[src/rtl/shift_add_pkg.sv]
// Shared definitions for the shift/add multiplier controller.
package shift_add_pkg;

  localparam int DEF_WIDTH = 8;

  typedef enum logic [2:0] {
    IDLE  = 3'd0,
    LOAD  = 3'd1,
    EVAL  = 3'd2,
    SHIFT = 3'd3,
    DONE  = 3'd4
  } state_e;

endpackage

[src/rtl/shift_counter.sv]
// Iteration counter: synchronous clear, increment enable, terminal-count flag.
module shift_counter
  import shift_add_pkg::*;
#(
  parameter int WIDTH = DEF_WIDTH,
  parameter int CW    = $clog2(WIDTH) + 1
) (
  input  logic          clk,
  input  logic          rst,
  input  logic          clr,
  input  logic          inc,
  output logic [CW-1:0] count,
  output logic          tc
);

  logic [CW-1:0] count_q, count_d;

  always_comb begin
    count_d = count_q;
    if (clr)      count_d = '0;
    else if (inc) count_d = count_q + CW'(1);
  end

  always_ff @(posedge clk) begin
    if (rst) count_q <= '0;
    else     count_q <= count_d;
  end

  assign count = count_q;
  // tc flags the last iteration, seen before that iteration's increment
  assign tc    = (count_q == CW'(WIDTH - 1));

endmodule

[src/rtl/shift_add_controller.sv]
// Control FSM for a shift/add multiplier; the datapath lives in external register/adder blocks.
module shift_add_controller
  import shift_add_pkg::*;
#(
  parameter int WIDTH = DEF_WIDTH,
  parameter int CW    = $clog2(WIDTH) + 1
) (
  input  logic          clk,
  input  logic          rst,
  input  logic          start,
  input  logic          abort,
  input  logic          q0,
  output logic          lds,
  output logic          clr,
  output logic          add_en,
  output logic          ebl,
  output logic          busy,
  output logic          done,
  output logic [CW-1:0] count
);

  state_e state_q, state_d;
  logic   cnt_clr, cnt_inc, cnt_tc;

  always_ff @(posedge clk) begin
    if (rst) state_q <= IDLE;
    else     state_q <= state_d;
  end

  always_comb begin
    state_d = state_q;
    lds     = 1'b0;
    clr     = 1'b0;
    add_en  = 1'b0;
    ebl     = 1'b0;
    busy    = 1'b0;
    done    = 1'b0;
    cnt_clr = 1'b0;
    cnt_inc = 1'b0;
    case (state_q)
      IDLE: begin
        // clearing on entry makes count read 0 throughout LOAD
        if (start) begin
          state_d = LOAD;
          cnt_clr = 1'b1;
        end
      end
      LOAD: begin
        lds     = 1'b1;
        clr     = 1'b1;
        busy    = 1'b1;
        state_d = abort ? IDLE : EVAL;
      end
      EVAL: begin
        add_en  = q0;
        busy    = 1'b1;
        state_d = abort ? IDLE : SHIFT;
      end
      SHIFT: begin
        ebl     = 1'b1;
        busy    = 1'b1;
        // an aborted shift leaves count at the number of completed shifts
        cnt_inc = !abort;
        if (abort)       state_d = IDLE;
        else if (cnt_tc) state_d = DONE;
        else             state_d = EVAL;
      end
      DONE: begin
        done    = 1'b1;
        state_d = IDLE;
      end
      default: state_d = IDLE;
    endcase
  end

  shift_counter #(
    .WIDTH (WIDTH),
    .CW    (CW)
  ) u_cnt (
    .clk   (clk),
    .rst   (rst),
    .clr   (cnt_clr),
    .inc   (cnt_inc),
    .count (count),
    .tc    (cnt_tc)
  );

endmodule

[config.mk]
export PLATFORM = sky130hd
export DESIGN_NAME = shift_add_controller
export DESIGN_NICKNAME = d
export VERILOG_FILES = /design/src/rtl/shift_add_pkg.sv /design/src/rtl/shift_counter.sv /design/src/rtl/shift_add_controller.sv
export SDC_FILE = /design/constraint.sdc
export NUM_CORES = 1
export LEC_CHECK = 0
export ABC_CLOCK_PERIOD_IN_PS = 1800
export CAP_MARGIN = 15
export CORE_AREA = 2 2 39 41
export CTS_CLUSTER_DIAMETER = 50
export DETAILED_ROUTE_END_ITERATION = 8
export DIE_AREA = 0 0 41 43
export PLACE_DENSITY = 0.61
export SETUP_SLACK_MARGIN = 0.5
export SLEW_MARGIN = 40
export SYNTH_ARGS = -nofsm -noshare
export SYNTH_HDL_FRONTEND = slang
export SYNTH_SLANG_ARGS = --single-unit
[constraint.sdc]
create_clock -name clk -period 1.8 [get_ports clk]
set_input_delay 0.36 -clock clk [delete_from_list [all_inputs] [get_ports clk]]
set_output_delay 0.36 -clock clk [all_outputs]
set_load 0.02 [all_outputs]
==> flow_summary.json, run 1 <==
{
  "synth-simple-area-share": 0.3038,
  "place.gp.congestion": 0.6403,
  "die_h_um": 43,
  "ys_ff_latch": 7,
  "die_w_um": 41,
  "syn_area_um2": 366.6,
  "synth_cell_types": 22,
  "p_seq_frac": 0.434,
  "fillers": 141,
  "cp-start-kind": "input pin",
  "grt_usage": 0.1408,
  "arrival_ns": 1.18,
  "dp_slack_ns": -0.2703,
  "drc": 0,
  "total_power_mw": 0.3684,
  "finalCriticalPeriod_ns": 1.540,
  "syn_inst": 43,
  "finClkSkew_ns": 0.002607,
  "firstDrtPassIters": 2,
  "path_clk_slew_ns": 0.05,
  "clk_latency_ns": 0.25,
  "antenna_found_initial": 0,
  "cts_hold_buf": 0,
  "yosys_warnings": 0,
  "grt_start_max_net_pins": 7,
  "leakage_nw": 0.3040,
  "synth-adder-area-share": 0.03413,
  "synth-edff-count": 0,
  "insertedDiodeCount": 0,
  "min_path_type": "input pin to flop",
  "cts_root_buf": "clkbuf_4",
  "io_buffers": 14,
  "hold_violations": 0,
  "synth_top_family_by_area": "simple AND/OR/NAND/NOR gates",
  "reg2reg_slack_ns": 0.29,
  "drive_above_1_share": 0.6377,
  "area_growth_pct": 101.7,
  "powerDensity_nw_per_um2": 498.2,
  "busiest_layer": "met2",
  "via_count": 423,
  "antenna_left": 0,
  "wl_per_cell_um": 13.01,
  "p_int_mw": 0.2744,
  "cts_inserted_buffers": 3,
  "setup_ws_ns": 0.2596,
  "drtIter0Drc": 1,
  "p_sw_frac": 0.2552,
  "synthFlopType": "dfxtp_1",
  "fmax_ghz": 0.6492,
  "grt_overflow": 0,
  "switchingPower_mw": 0.09403,
  "grt_pass1_wl_mm": 1.697,
  "finalCritPeriodShare": 0.8558,
  "peakVddDrop_mv": 0.3461,
  "ioPinCount": 15,
  "cts_tree": "done",
  "status": "complete, no violations",
  "dieArea_um2": 1763,
  "synth-xor-area-share": 0.02389,
  "h-tree-depth": 1,
  "grt_pass1_vias": 411,
  "placed_area_um2": 556.8,
  "p_clk_frac": 0.396,
  "relSlewSlack": 0.8500,
  "fin_nets": 76,
  "worst-setup-path-type": "input pin to output pin",
  "grtUsageMet2": 0.2281,
  "endpoint_kind": "output pin",
  "hpwl_um": 642.7,
  "rows": 14,
  "avgSynthCellArea_um2": 8.526,
  "worstPathMaxFanout": 1,
  "cp_data_required_time_ns": 1.44,
  "routed_wl_mm": 1.106,
  "muxShareOfSynthArea": 0.05461,
  "synth-compound-area-share": 0.09556,
  "async_reset_ff_frac": 0,
  "finalMaxSlewViolations": 0,
  "use_met1": 0.1650,
  "combinationalPowerShare": 0.170,
  "max-cap-violations": 0,
  "ys_seq_area_frac": 0.3823,
  "clock_tree.buffer_depth": 2,
  "design_area_um2": 739.5,
  "syn_nets": 49,
  "start_util": 0.2649,
  "setup_viol": 0,
  "met3_usage": 0.02094,
  "max_slew.worst_pin.slew_ns": 0.2233,
  "core_area_um2": 1384,
  "rsz0062_at_grt": "true",
  "via_per_inst": 4.976,
  "clock-sinks": 7
}
==> stage by stage <==
stage,cells,TNS [ns],utilization,hold slack (ns)
after floorplan,43,0,-,0.4299
after global placement,72,-0.2594,0.4024,0.5098
after detailed placement,72,-0.2703,0.4024,0.5122
after CTS,83,0,0.4801,0.5277
after global routing,85,0,0.5344,0.3970
final,85,0,0.5344,0.3769
==> path summary, 6_finish.rpt <==
path | startpoint | end | depth (start not counted)
worst max register to register | state_q[2] | state_q[2] | 5
worst min-delay path | rst | state_q[0] | 2
worst max-delay path | q0 | add_en | 3
worst min register to register | u_cnt.count[3] | u_cnt.count[3] | 2
==> per-layer routing <==
layer	part of all wire	routed length, µm
met5	0	0
met4	0.021	23
met3	0.087	96
met2	0.48	531
met1	0.41	455
==> placed cells by master, fill, tap and decap left out, types with 3 or more instances in the layout <==
cell type and n:
buf_4 9, buf_6 8, nor2_1 4, dfxtp_2 4, clkbuf_4 3, dfxtp_4 3
==> sequential cells by signal (all words and copies together), names as in the netlist <==
register and flops:
u_cnt.count 4, state_q 3
==> final cells by class <==
type / count / area [µm²] / share of cell area
Clock buffer: 4 / 26.28 / 0.03553
Inverter: 3 / 11.26 / 0.01523
Multi-Input combinational cell: 29 / 269.0 / 0.3638
Sequential cell: 7 / 156.4 / 0.2115
Tap cell: 16 / 20.02 / 0.02707
Timing Repair Buffer: 26 / 256.5 / 0.3469
==> kinds of logic after synthesis <==
kind of cell,Yosys count
AND/OR/NAND/NOR,19
buffers and inverters,7
flip-flops,7
AO/OA/AOI/OAI,6
multiplexers,2
XOR/XNOR,1
adder cells (fa/ha/maj),1
==> Yosys cell counts, drive strengths merged, types with 2 or more instances <==
| cell type | n | area (µm²) |
|---|---|---|
| dfxtp | 7 | 140.1 |
| nor2 | 5 | 18.77 |
| buf | 4 | 27.52 |
| inv | 3 | 11.26 |
| or3 | 3 | 18.77 |
| a21oi | 2 | 10.01 |
| mux2i | 2 | 20.02 |
| nor3 | 2 | 10.01 |
| nor4 | 2 | 12.51 |
| o21ai | 2 | 10.01 |
==> worst max-delay path, cell delays in order <==
cell and delay (ns):
clkdlybuf4s50_1 0.46, nor4bb_4 0.18, buf_4 0.18
==> power by group through the flow <==
| stage | sequential [mW] | combinational (mW) | clock [mW] |
|---|---|---|---|
| floorplan | 0.162 | 0.0347 | 0 |
| global placement | 0.166 | 0.0523 | 0 |
| finish | 0.160 | 0.0626 | 0.146 |
| CTS | 0.160 | 0.0571 | 0.149 |
| detailed placement | 0.166 | 0.0526 | 0 |
| global route | 0.160 | 0.0679 | 0.162 |
==> what timing repair did <==
action,CTS,global route
buffers inserted,7,2
resized for setup,53,16
setup endpoints to repair,13,16
pin swaps,6,9
(Power assumes the default switching activity.)
==> inputs of run 2 (changes only) <==
--- a/config.mk
+++ b/config.mk
@@ -5,12 +5,11 @@
 export SDC_FILE = /design/constraint.sdc
 export NUM_CORES = 1
 export LEC_CHECK = 0
-export ABC_CLOCK_PERIOD_IN_PS = 1800
 export CAP_MARGIN = 15
-export CORE_AREA = 2 2 39 41
+export CORE_AREA = 8 8 45 47
 export CTS_CLUSTER_DIAMETER = 50
 export DETAILED_ROUTE_END_ITERATION = 8
-export DIE_AREA = 0 0 41 43
+export DIE_AREA = 0 0 53 55
 export PLACE_DENSITY = 0.61
 export SETUP_SLACK_MARGIN = 0.5
 export SLEW_MARGIN = 40
==> run 2 against run 1 <==
Clock-buffer cell count unchanged. Global-route usage down 5.9 points. Sequential cell count unchanged. Maximum frequency up 1.6%. Die area up 65%. Sequential power about the same. Clock power down 3%. Utilization unchanged. Register-to-register slack better by 0.09 ns. Critical path type is now flop to output pin.
==> flow_summary.json, run 2 (synthesized netlist as in run 1, its figures left out) <==
{
  "status": "complete, no violations",
  "critPathSlowestCell": "dfxtp_4",
  "hold_violations": 0,
  "cp-start-kind": "flop",
  "finalCritPeriodShare": 0.8425,
  "grt_pass1_vias": 434,
  "clock_tree.buffer_depth": 2,
  "largest_register_ffs": 4,
  "ioPinCount": 15,
  "worst-setup-path-type": "flop to output pin",
  "finClkSkew_ns": 0.002913,
  "cts_inserted_buffers": 3,
  "grt_overflow": 0,
  "area_growth_pct": 101.7,
  "crit_family": "flip-flops",
  "via_per_inst": 4.773,
  "rsz0062_at_grt": "true",
  "antenna_found_initial": 0,
  "dieArea_um2": 2915,
  "cts_root_buf": "clkbuf_4",
  "core_area_um2": 1384,
  "via_count": 420,
  "firstDrtPassIters": 2,
  "total_power_mw": 0.3770,
  "start_util": 0.2649,
  "clk_latency_ns": 0.25,
  "hpwl_um": 711.7,
  "relSlewSlack": 0.7383,
  "layout_common_cells": "13 x buf_4, 7 x buf_6, 3 x nor2_1, 3 x clkbuf_4, 3 x dfxtp_4",
  "slowest_delay_ns": 0.35,
  "setup_viol": 0,
  "mostFrequentLayoutCell": "buf_4",
  "rows": 14,
  "h-tree-depth": 1,
  "antenna_left": 0,
  "finalMaxSlewViolations": 0,
  "fmax_ghz": 0.6594,
  "insertedDiodeCount": 0,
  "grt_start_max_net_pins": 7,
  "dp_slack_ns": -0.2744,
  "worstPathMaxFanout": 4,
  "drc": 0,
  "leakage_nw": 0.3236,
  "die_w_um": 53,
  "grt_usage": 0.08147,
  "endpoint_kind": "output pin",
  "drtIter0Drc": 1,
  "cts_tree": "done",
  "max-cap-violations": 0,
  "min_path_type": "flop to flop",
  "place.gp.congestion": 0.6829,
  "routed_wl_mm": 1.135,
  "clock-sinks": 7,
  "setup_ws_ns": 0.2834,
  "path_clk_slew_ns": 0.05,
  "die_h_um": 55,
  "powerDensity_nw_per_um2": 509.8,
  "drive_above_1_share": 0.5972,
  "io_buffers": 14,
  "fin_nets": 79,
  "cp_data_required_time_ns": 1.44,
  "arrival_ns": 1.16,
  "max_slew.worst_pin.slew_ns": 0.3895,
  "finalCriticalPeriod_ns": 1.517,
  "crit_chain": "buf_12 > nor4bb_4 > buf_4",
  "wl_per_cell_um": 12.90,
  "peakVddDrop_mv": 0.3277,
  "worst-path-buf-inv": 2,
  "grt_pass1_wl_mm": 1.745
}
-- run 2: final cells by class --
cell class | count | area [µm²]
multi-input cells | 29 | 270.3
flip-flops and latches | 7 | 153.9
repair buffers | 29 | 257.7
inverters | 3 | 11.26
well taps | 16 | 20.02
fillers | 147 | 644.4
clock buffers | 4 | 26.28
-- run 2: where the power goes --
group	switching (mW)	leakage, nW	total [mW]	internal [mW]
sequential	0.00551	0.0599	0.160	0.155
clock	0.0579	0.0150	0.142	0.0846
combinational	0.0318	0.249	0.0741	0.0424
-- run 2: metrics by stage --
step	std cells	hold slack [ns]	area, µm²	util	setup TNS [ns]
after floorplan	43	0.4299	405.4	-	0
after global placement	72	0.5093	556.8	0.4024	-0.2706
after detailed placement	72	0.5155	556.8	0.4024	-0.2744
after CTS	86	0.5252	715.7	0.5172	0
after global routing	88	0.5508	739.5	0.5344	0
final	88	0.5221	739.5	0.5344	0
-- run 2: repair_timing --
action | CTS | global route
pin swaps | 7 | 6
endpoints found under the setup margin | 15 | 16
buffers inserted | 10 | 2
hold buffers | 0 | 0
gates resized for setup | 56 | 11
-- run 2: final timing paths --
| check | from | endpoint | slack, ns | cells after the start |
|---|---|---|---|---|
| setup reg to reg | state_q[0] | state_q[1] | 0.38 | 5 |
| setup / recovery | state_q[2] | add_en | 0.28 | 3 |
| hold / removal | u_cnt.count[1] | u_cnt.count[1] | 0.52 | 2 |
| hold reg to reg | u_cnt.count[1] | u_cnt.count[1] | 0.52 | 2 |
-- run 2: worst min-delay path: stages, from the launching register on --
cell and delay [ns]:
dfxtp_2 0.34, mux2i_1 0.07, nor2_1 0.07
-- run 2: per-layer routing --
layer  track usage  up-vias  part of all wire
met5             0        -                 0
met4       0.05172        0            0.0088
met3       0.04545        2             0.094
met2        0.1367       15              0.50
met1       0.07610      193              0.40
li1              -      210                 -
==> inputs of run 3 (changes only) <==
==> constraint.sdc (replaced) <==
create_clock -name clk -period 1.55 [get_ports clk]
set_input_delay 0.31 -clock clk [delete_from_list [all_inputs] [get_ports clk]]
set_output_delay 0.31 -clock clk [all_outputs]
set_load 0.02 [all_outputs]
==> run 3 against run 2 <==
Clock power rose by 19%. Cell area fell by 6.9%. Sequential share of layout area up 2.8 points. Via count is 0.48% higher. Critical endpoint unchanged. Largest power group unchanged. Largest cell class is now non-clock buffers. Die area stayed put.
==> flow_summary.json, run 3 (synthesized netlist as in run 1, its figures left out) <==
{
  "status": "complete, no violations",
  "area_growth_pct": 87.71,
  "firstDrtPassIters": 2,
  "p_clk_frac": 0.400,
  "h-tree-depth": 1,
  "fin_nets": 77,
  "worst-path-buf-inv": 1,
  "p_sw_frac": 0.2513,
  "final_util": 0.4973,
  "grt_pass1_vias": 435,
  "critPathSlowestCell": "dfxtp_4",
  "hold_ws_ns": 0.5182,
  "max-cap-violations": 0,
  "ff_latch_area_um2": 162.7,
  "via_per_inst": 4.907,
  "dieArea_um2": 2915,
  "cp_data_required_time_ns": 1.24,
  "grt_pass1_wl_mm": 1.800,
  "start_util": 0.2649,
  "finalMaxSlewViolations": 0,
  "place.gp.congestion": 0.6892,
  "total_power_mw": 0.4227,
  "finalCritPeriodShare": 0.8964,
  "clk_latency_ns": 0.25,
  "powerDensity_nw_per_um2": 614.2,
  "endpoint_kind": "output pin",
  "cts_hold_buf": 0,
  "cp-start-kind": "flop",
  "finalCriticalPeriod_ns": 1.389,
  "mostFrequentLayoutCell": "buf_4",
  "ioPinCount": 15,
  "arrival_ns": 1.08,
  "peakVddDrop_mv": 0.3141,
  "fillers": 145,
  "routed_wl_mm": 1.109,
  "worst-setup-path-type": "flop to output pin",
  "insertedDiodeCount": 0,
  "clock_tree.buffer_depth": 2,
  "die_w_um": 53,
  "clock-sinks": 7,
  "grt_overflow": 0,
  "min_path_type": "flop to flop",
  "combinationalPowerShare": 0.172,
  "leakage_nw": 0.2973,
  "crit_family": "flip-flops",
  "path_clk_slew_ns": 0.05,
  "rows": 14,
  "grt_usage": 0.08420,
  "hpwl_um": 802.2,
  "antenna_left": 0,
  "multiInputGateArea_um2": 227.7,
  "p_int_mw": 0.3164,
  "drtIter0Drc": 5,
  "relSlewSlack": 0.8538,
  "via_count": 422,
  "cts_tree": "done",
  "rsz0062_at_grt": "true",
  "die_h_um": 55,
  "max_slew.worst_pin.slew_ns": 0.2170,
  "slowest_delay_ns": 0.38,
  "p_seq_frac": 0.428,
  "layout_common_cells": "14 x buf_4, 8 x buf_6, 6 x dfxtp_4",
  "cts_inserted_buffers": 3,
  "worstPathMaxFanout": 6,
  "fmax_ghz": 0.7197,
  "setup_viol": 0,
  "antenna_found_initial": 0,
  "finClkSkew_ns": 0.001015,
  "io_buffers": 14,
  "largest_register_ffs": 4,
  "drc": 0,
  "switchingPower_mw": 0.1062,
  "core_area_um2": 1384,
  "wl_per_cell_um": 12.90,
  "drive_above_1_share": 0.5571,
  "tns_ns": 0,
  "grt_start_max_net_pins": 8,
  "crit_chain": "nor4bb_4 > buf_4",
  "cts_root_buf": "clkbuf_4",
  "hold_violations": 0
}
-- run 3: area by class of cell --
type,instances,area share
Timing Repair Buffer,27,0.3455
Sequential cell,7,0.2364
Tap cell,16,0.02909
Inverter,3,0.02000
Multi-Input combinational cell,29,0.3309
Clock buffer,4,0.03818
-- run 3: what timing repair did --
item | in CTS | in global routing
hold endpoints to repair | 0 | 0
setup buffers | 4 | 0
resized for setup | 64 | 3
endpoints found under the setup margin | 16 | 16
pin swaps | 5 | 2
-- run 3: metrics by stage --
stage | std cells | instance area [µm²] | setup slack, ns
after global placement | 78 | 611.8 | -0.4169
after CTS | 86 | 676.9 | 0.1479
after detailed placement | 78 | 611.8 | -0.4396
after floorplan | 43 | 419.2 | 0.2748
after global routing | 86 | 688.2 | 0.1031
final | 86 | 688.2 | 0.1605
-- run 3: power groups by stage --
| stage | Clock, mW | Combinational (mW) | Sequential [mW] |
|---|---|---|---|
| global route | 0.187 | 0.0784 | 0.182 |
| detailed placement | 0 | 0.0718 | 0.189 |
| floorplan | 0 | 0.0414 | 0.183 |
| global placement | 0 | 0.0714 | 0.189 |
| CTS | 0.170 | 0.0733 | 0.183 |
| finish | 0.169 | 0.0727 | 0.181 |
-- run 3: final timing paths --
path / from / to / slack [ns] / cells after the start
max: state_q[2] / add_en / 0.16 / 2
min: state_q[2] / state_q[0] / 0.52 / 1
max reg2reg: state_q[2] / u_cnt.count[2] / 0.18 / 5
min reg2reg: state_q[2] / state_q[0] / 0.52 / 1
-- run 3: routing by layer --
metal / track usage / vias up / wire (µm)
li1: - / 208 / -
met3: 0.03743 / 2 / 91
met1: 0.08676 / 195 / 508
met4: 0.05172 / 0 / 11
met2: 0.1387 / 17 / 498
met5: 0 / - / 0
